**src/rtl/rf_write_arbiter.sv**
```systemverilog
// Round-robin arbiter sharing the RegisterFile write port between ALU and load
// writeback, with a per-register pending-write scoreboard for decode hazards.
module rf_write_arbiter #(
    parameter int unsigned DATA_W   = 16,
    parameter int unsigned ADDR_W   = 4,
    parameter int unsigned NUM_REGS = 16,
    parameter int unsigned ZERO_REG = 1
) (
    input  logic                clk,
    input  logic                rst,
    input  logic                req0_valid,
    input  logic [ADDR_W-1:0]   req0_reg,
    input  logic [DATA_W-1:0]   req0_data,
    output logic                req0_ready,
    input  logic                req1_valid,
    input  logic [ADDR_W-1:0]   req1_reg,
    input  logic [DATA_W-1:0]   req1_data,
    output logic                req1_ready,
    input  logic                claim_valid,
    input  logic [ADDR_W-1:0]   claim_reg,
    input  logic [ADDR_W-1:0]   rd_reg1,
    input  logic [ADDR_W-1:0]   rd_reg2,
    output logic                rd_busy1,
    output logic                rd_busy2,
    output logic [NUM_REGS-1:0] busy_vec,
    output logic                rf_WriteReg,
    output logic [ADDR_W-1:0]   rf_DstReg,
    output logic [DATA_W-1:0]   rf_DstData
);

    typedef enum logic {
        PRI0 = 1'b0,
        PRI1 = 1'b1
    } state_t;

    state_t              r_state;
    logic                w_gnt0;
    logic                w_gnt1;
    logic [ADDR_W-1:0]   w_win_reg;
    logic [DATA_W-1:0]   w_win_data;
    logic                w_win_zero;
    logic                w_claim_ok;
    logic [NUM_REGS-1:0] w_busy_next;

    // Grant logic: tie broken by the pointer, lone requester always wins.
    always_comb begin
        w_gnt0 = 1'b0;
        w_gnt1 = 1'b0;
        if (rst) begin
            w_gnt0 = req0_valid && (!req1_valid || (r_state == PRI0));
            w_gnt1 = req1_valid && (!req0_valid || (r_state == PRI1));
        end
    end

    assign req0_ready = w_gnt0;
    assign req1_ready = w_gnt1;

    always_comb begin
        w_win_reg  = req0_reg;
        w_win_data = req0_data;
        if (w_gnt1) begin
            w_win_reg  = req1_reg;
            w_win_data = req1_data;
        end
    end

    // Register 0 writes are accepted but never reach the RegisterFile.
    assign w_win_zero = (ZERO_REG != 0) && (w_win_reg == '0);
    assign w_claim_ok = claim_valid && !((ZERO_REG != 0) && (claim_reg == '0));

    // Clear on RF commit first so a same-edge claim of that register wins.
    always_comb begin
        w_busy_next = busy_vec;
        if (rf_WriteReg) begin
            w_busy_next[rf_DstReg] = 1'b0;
        end
        if (w_claim_ok) begin
            w_busy_next[claim_reg] = 1'b1;
        end
    end

    always_ff @(posedge clk) begin
        if (!rst) begin
            r_state     <= PRI0;
            rf_WriteReg <= 1'b0;
            rf_DstReg   <= '0;
            rf_DstData  <= '0;
            busy_vec    <= '0;
        end else begin
            busy_vec <= w_busy_next;
            if (w_gnt0) begin
                r_state <= PRI1;
            end else if (w_gnt1) begin
                r_state <= PRI0;
            end
            if (w_gnt0 || w_gnt1) begin
                rf_WriteReg <= !w_win_zero;
                rf_DstReg   <= w_win_reg;
                rf_DstData  <= w_win_data;
            end else begin
                rf_WriteReg <= 1'b0;
            end
        end
    end

    assign rd_busy1 = rst && busy_vec[rd_reg1];
    assign rd_busy2 = rst && busy_vec[rd_reg2];

endmodule

```
**config.mk**
```make
export PLATFORM = sky130hd
export DESIGN_NAME = rf_write_arbiter
export DESIGN_NICKNAME = d
export VERILOG_FILES = /design/src/rtl/rf_write_arbiter.sv
export SDC_FILE = /design/constraint.sdc
export NUM_CORES = 1
export LEC_CHECK = 0
export CORE_MARGIN = 8
export CORE_UTILIZATION = 60
export CTS_CLUSTER_DIAMETER = 60
export DETAILED_ROUTE_END_ITERATION = 7
export DONT_BUFFER_PORTS = 1
export GPL_TIMING_DRIVEN = 0
export PLACE_DENSITY = 0.87
export SLEW_MARGIN = 40
export SYNTH_ARGS = -nofsm -noshare
export SYNTH_HDL_FRONTEND = slang
export SYNTH_SLANG_ARGS = --single-unit
```
**constraint.sdc**
```tcl
create_clock -name clk -period 3.41 [get_ports clk]
set_input_delay 0.341 -clock clk [delete_from_list [all_inputs] [get_ports clk]]
set_output_delay 0.341 -clock clk [all_outputs]
set_load 0.1 [all_outputs]
```
# [After elaboration in Yosys (flattened, before gate mapping)]
# Cells that the tools add are included.
[word_totals] reg_bits=38 input_bits=57 output_inout_bits=41 word_cells=49
[classes] n_lt_le_gt_ge=6 mux=16 bitwise_logic=4 n_reduce_logical=18
[op_table] cell="2-to-1 mux 16 bit" count=3
[op_table] cell="less-than comparator 4 x 5 -> 1 bit, second input constant" count=4
[op_table] cell="AND 16 bit" count=1
[op_table] cell="inverter 16 bit" count=1
[op_table] cell="OR 16 bit" count=1
[op_table] cell="binary-select mux 1 bit (select 4 bit)" count=2
[op_table] cell="demux 1 bit (select 4 bit)" count=2
[op_table] cell=">= comparator 4 x 1 -> 1 bit, second input constant" count=2
[op_table] cell="zero test 4 bit" count=2
[op_table] cell="2-to-1 mux 1 bit" count=8
[op_table] cell="logical AND 1 bit" count=7
[op_table] cell="zero test 1 bit" count=4
[op_table] cell="2-to-1 mux 4 bit" count=1
[op_table] cell="logical OR 1 bit" count=3
[op_table] cell="AND reduction 2 bit" count=1
[op_table] cell="nonzero test 2 bit" count=1
[op_table] cell="inverter 1 bit" count=1

# [Longest topological paths before layout]
[logic_depth] depth_word=9 mapped_depth=5

# [Worst setup path after synthesis]
# OpenSTA, ideal clock, no wires.
[synth_timing] path_type="reg2out" startpoint="register busy_vec[9]" endpoint="output rd_busy1" t_arrival_ns=2.919 path_slack_ns=0.150 path_stages_with_launch=4 n_path_buf=0 path_cell_list="dfxtp_1 > mux4_2 > o211ai_1 > o22ai_1"
[synth_between] elab_chain_len=3
[synth_rtl] element="start: declaration" line_no="25" source="output logic [NUM_REGS-1:0] busy_vec,"
[synth_rtl] element="start signal: assignment" line_no="90" source="busy_vec <= w_busy_next;"
[synth_rtl] element="binary-select mux 1 bit (select 4 bit)" line_no="106" source="assign rd_busy1 = rst && busy_vec[rd_reg1];"
[synth_rtl] element="2-to-1 mux 1 bit (not written as such)" line_no="106"
[synth_rtl] element="logical AND 1 bit" line_no="106"
[synth_rtl] element="end: declaration" line_no="23" source="output logic rd_busy1,"
# Every way passes these cells. The select of a mux whose other input is x is not followed.

# [Worst setup path in the final report]
[layout_timing] startpoint="register busy_vec[1]" endpoint="output rd_busy2"
[layout_between] elab_chain_len=3
[layout_rtl] element="binary-select mux 1 bit (select 4 bit)" line_no="107" source="assign rd_busy2 = rst && busy_vec[rd_reg2];"
[layout_rtl] element="2-to-1 mux 1 bit (not written as such)" line_no="107"
[layout_rtl] element="logical AND 1 bit" line_no="107"
[layout_rtl] element="end: declaration" line_no="24" source="output logic rd_busy2,"
# Every way passes these cells. The select of a mux whose other input is x is not followed.

==> impl_results.md <==
- Run status: finished clean
- Final min period: 2.48 ns
- Count of fill cells added during filler insertion: 300
- Type of origin of the critical path: register
- Depth of the CTS H-tree: 2
- Number of post-CTS setup repair buffers: 0
- Number of iterations in the first detailed-routing pass: 5
- Max Cap Violations: 0
- Post-detailed-route wirelength per cell: 19.7 um
- Clock root buffer: sky130_fd_sc_hd__clkbuf_4
- Layout cell share with drive strength beyond 1: 0.305
- Number of warnings printed during yosys synthesis: 0
- Largest net degree at the start of global routing: 12
- Synthesized netlist net count: 270
- Number of antenna repair diodes: 0
- Number of buffers on the longest clock path: 2
- Initial antenna violation count: 0
- Reg area: 807 sq um
- Required time of the critical path: 3.07 ns
- Synth Instances: 213
- Worst-path fanout max: 4
- Average size of a mapped cell: 9.30 sq um
- Dpl hpwl: 4200 um
- Die span in x: 73.5 um
- Final cycle utilization of the critical path: 0.728
- Max IR drop VDD: 0.398 mV
- Path type of the worst min-delay path: in -> reg
- Critical path class: reg -> out
- Syn Std Cell Area: 1980 sq um
- CTS-repair resized insts: 0
- TritonCTS Buffers: 5
- Total track usage: 0.193
- Residual DRC count: 0
- Highest attainable clock frequency: 403 MHz
- Setup crit end kind: output pin
- Clock Skews: 0.00446 ns
- Reported leakage power: 0.883 nW
- Remaining global-route overflow: 0
- Proportion of synthesized chip area in sequential cells: 0.384
- Global placer's final weighted congestion: 0.894
- Hold-fix buffer count after cts: 0
- DIE AREA: 5400 sq um
- Transition time at the pin with the least slew margin: 0.749 ns
- Vias: 1,644
- Number of global-route vias before repair: 1,654
- Hold_ws: 0.106 ns
- Final number of hold-violating endpoints: 0
- CTS sink cnt: 38
- Signal arrival time at the worst endpoint: 2.14 ns
- Num rows: 21
- Area of the multi-input gates: 1160 sq um
- Number of synthesized flops with an enable pin: 0
- Drt via density: 6.18
- Top_reg_cell synth: sky130_fd_sc_hd__dfxtp_1
- Final instance count without filler cells: 266
- Count of nets after finishing: 277
- Effective utilization at floorplan: 0.608
- Wire length of the first global-routing pass: 8090 um
- Number of ports placed on the die boundary: 98
- Max-slew violation total from the final report: 0
- Pwr Density: 518 nW/um^2
- Async set-reset flop share out of synthesis: 0
- Setup TNS Final: 0 ns
- # placed instances: 259
- Setup repair after global routing missed its margin: false
- Violation count after the first detailed-routing iteration: 102
- Final ANT Viol Nets: 0
- Vertical die dimension: 73.5 um
- Number of distinct library cells after synthesis: 29
- Area Growth Syn to Fin: 10.7%
- Clock-pin slew on the worst setup and hold paths: 0.11 ns
- TritonCTS clock tree: done
- PortBufs: 0
- Final count of negative-setup-slack endpoints: 0
- Flops & latches, synth: 38
- Wirelength, routed: 5250 um
- Standard cell core area: 3260 sq um
- Worst max-slew margin expressed relative to the limit: 0.514
- Insertion delay of the later-clocked pin in the worst-skew pair: 0.34 ns
where the power goes:
part / switching [mW] / internal (mW)
clock network: 0.145 / 0.171
registers: 0.204 / 0.475
logic: 0.0833 / 0.0590
final timing paths:
| path | start | endpoint | slack [ns] | depth (start not counted) |
|---|---|---|---|---|
| setup / recovery | busy_vec[1]$_SDFF_PN0_ | rd_busy2 | 0.93 | 3 |
| hold / removal | req0_valid | r_state$_SDFFE_PN0P_ | 0.11 | 1 |
| setup reg to reg | rf_WriteReg$_SDFF_PN0_ | busy_vec[4]$_SDFF_PN0_ | 1.88 | 3 |
| hold reg to reg | r_state$_SDFFE_PN0P_ | r_state$_SDFFE_PN0P_ | 0.59 | 1 |
layout by cell type, fill, tap and decap left out:
cell type	count
sky130_fd_sc_hd__a21boi_1	15
sky130_fd_sc_hd__a21boi_4	1
sky130_fd_sc_hd__a21oi_1	20
sky130_fd_sc_hd__and3_1	1
sky130_fd_sc_hd__and3b_1	2
sky130_fd_sc_hd__buf_2	4
sky130_fd_sc_hd__buf_6	4
sky130_fd_sc_hd__bufinv_16	1
sky130_fd_sc_hd__clkbuf_1	4
sky130_fd_sc_hd__clkbuf_4	5
sky130_fd_sc_hd__clkbuf_8	1
sky130_fd_sc_hd__dfxtp_1	1
sky130_fd_sc_hd__dfxtp_2	37
sky130_fd_sc_hd__inv_2	3
sky130_fd_sc_hd__mux2i_1	28
sky130_fd_sc_hd__mux4_2	4
sky130_fd_sc_hd__nand2_1	15
sky130_fd_sc_hd__nand2_4	1
sky130_fd_sc_hd__nand2b_1	4
sky130_fd_sc_hd__nand3_1	10
sky130_fd_sc_hd__nand3b_1	4
sky130_fd_sc_hd__nor2b_1	4
sky130_fd_sc_hd__nor3b_1	2
sky130_fd_sc_hd__nor4_1	2
sky130_fd_sc_hd__o211a_1	1
sky130_fd_sc_hd__o211ai_1	2
sky130_fd_sc_hd__o211ai_2	3
sky130_fd_sc_hd__o21a_1	1
sky130_fd_sc_hd__o21ai_0	32
sky130_fd_sc_hd__o21ai_1	3
sky130_fd_sc_hd__o22ai_1	1
sky130_fd_sc_hd__o22ai_4	2
sky130_fd_sc_hd__or2_2	1
sky130_fd_sc_hd__or3b_1	1
state kept, by name, indices dropped and copies added (netlist names):
name / flops
r_state: 1
rf_DstReg: 4
rf_WriteReg: 1
busy_vec: 16
rf_DstData: 16
synth_stat cells (2+ instances only):
| cell | count | share of area |
|---|---|---|
| sky130_fd_sc_hd__o21ai_0 | 32 | 0.081 |
| sky130_fd_sc_hd__o211ai_1 | 2 | 0.0076 |
| sky130_fd_sc_hd__dfxtp_1 | 38 | 0.38 |
| sky130_fd_sc_hd__o21ai_1 | 3 | 0.0076 |
| sky130_fd_sc_hd__a21boi_1 | 15 | 0.057 |
| sky130_fd_sc_hd__clkbuf_1 | 4 | 0.0076 |
| sky130_fd_sc_hd__o22ai_1 | 3 | 0.0095 |
| sky130_fd_sc_hd__nand2b_1 | 4 | 0.013 |
| sky130_fd_sc_hd__nand3_1 | 10 | 0.025 |
| sky130_fd_sc_hd__a21oi_1 | 20 | 0.051 |
| sky130_fd_sc_hd__o211ai_2 | 3 | 0.019 |
| sky130_fd_sc_hd__mux4_2 | 4 | 0.045 |
| sky130_fd_sc_hd__inv_2 | 3 | 0.0057 |
| sky130_fd_sc_hd__nor2b_1 | 4 | 0.013 |
| sky130_fd_sc_hd__nor3b_1 | 2 | 0.0076 |
| sky130_fd_sc_hd__nor4_1 | 2 | 0.0063 |
| sky130_fd_sc_hd__nand2_1 | 15 | 0.028 |
| sky130_fd_sc_hd__nand3b_1 | 4 | 0.015 |
| sky130_fd_sc_hd__mux2i_1 | 28 | 0.14 |
| sky130_fd_sc_hd__buf_6 | 4 | 0.023 |
| sky130_fd_sc_hd__and3b_1 | 2 | 0.0088 |
| sky130_fd_sc_hd__buf_2 | 4 | 0.010 |
area by class of cell:
type / count / share of cell area
clock buffers: 6 / 0.0234
well taps: 46 / 0.0262
flip-flops and latches: 38 / 0.368
plain buffers: 12 / 0.0365
clock inverters: 1 / 0.0137
multi-input cells: 160 / 0.527
inverters: 3 / 0.00513
worst max-delay path, stage by stage, from the launching register on:
cell and delay [ns]:
sky130_fd_sc_hd__dfxtp_2 0.71, sky130_fd_sc_hd__mux4_2 0.38, sky130_fd_sc_hd__o211ai_2 0.10, sky130_fd_sc_hd__o22ai_4 0.61
kinds of logic (layout without fill, tap and decap cells):
family,count (synthesis),in the layout,share of synthesized area
AOI/OAI and AO/OA,81,81,0.250
and+or+nand+nor,47,47,0.133
DFF,38,38,0.384
muxes,32,32,0.187
buffers and inverters,15,22,0.0461
per-layer routing:
metal / global-route usage / vias to the layer above / share of wire
met5: 0 / - / 0
met4: 0.0798 / 0 / 0.023
met3: 0.102 / 10 / 0.14
met2: 0.325 / 76 / 0.49
met1: 0.195 / 753 / 0.35
li1: - / 805 / -
metrics by stage:
stage | area (sq um) | setup slack [ns] | utilization | total power [mW]
floorplan | 1980 | 0.150 | - | 0.795
global placement | 2040 | 0.0591 | 0.626 | 0.817
detailed placement | 2110 | 1.31 | 0.649 | 0.834
CTS | 2190 | 0.916 | 0.674 | 1.15
global route | 2190 | 0.873 | 0.674 | 1.18
finish | 2190 | 0.927 | 0.674 | 1.14
Note: power is estimated with default switching activity, not from simulation.
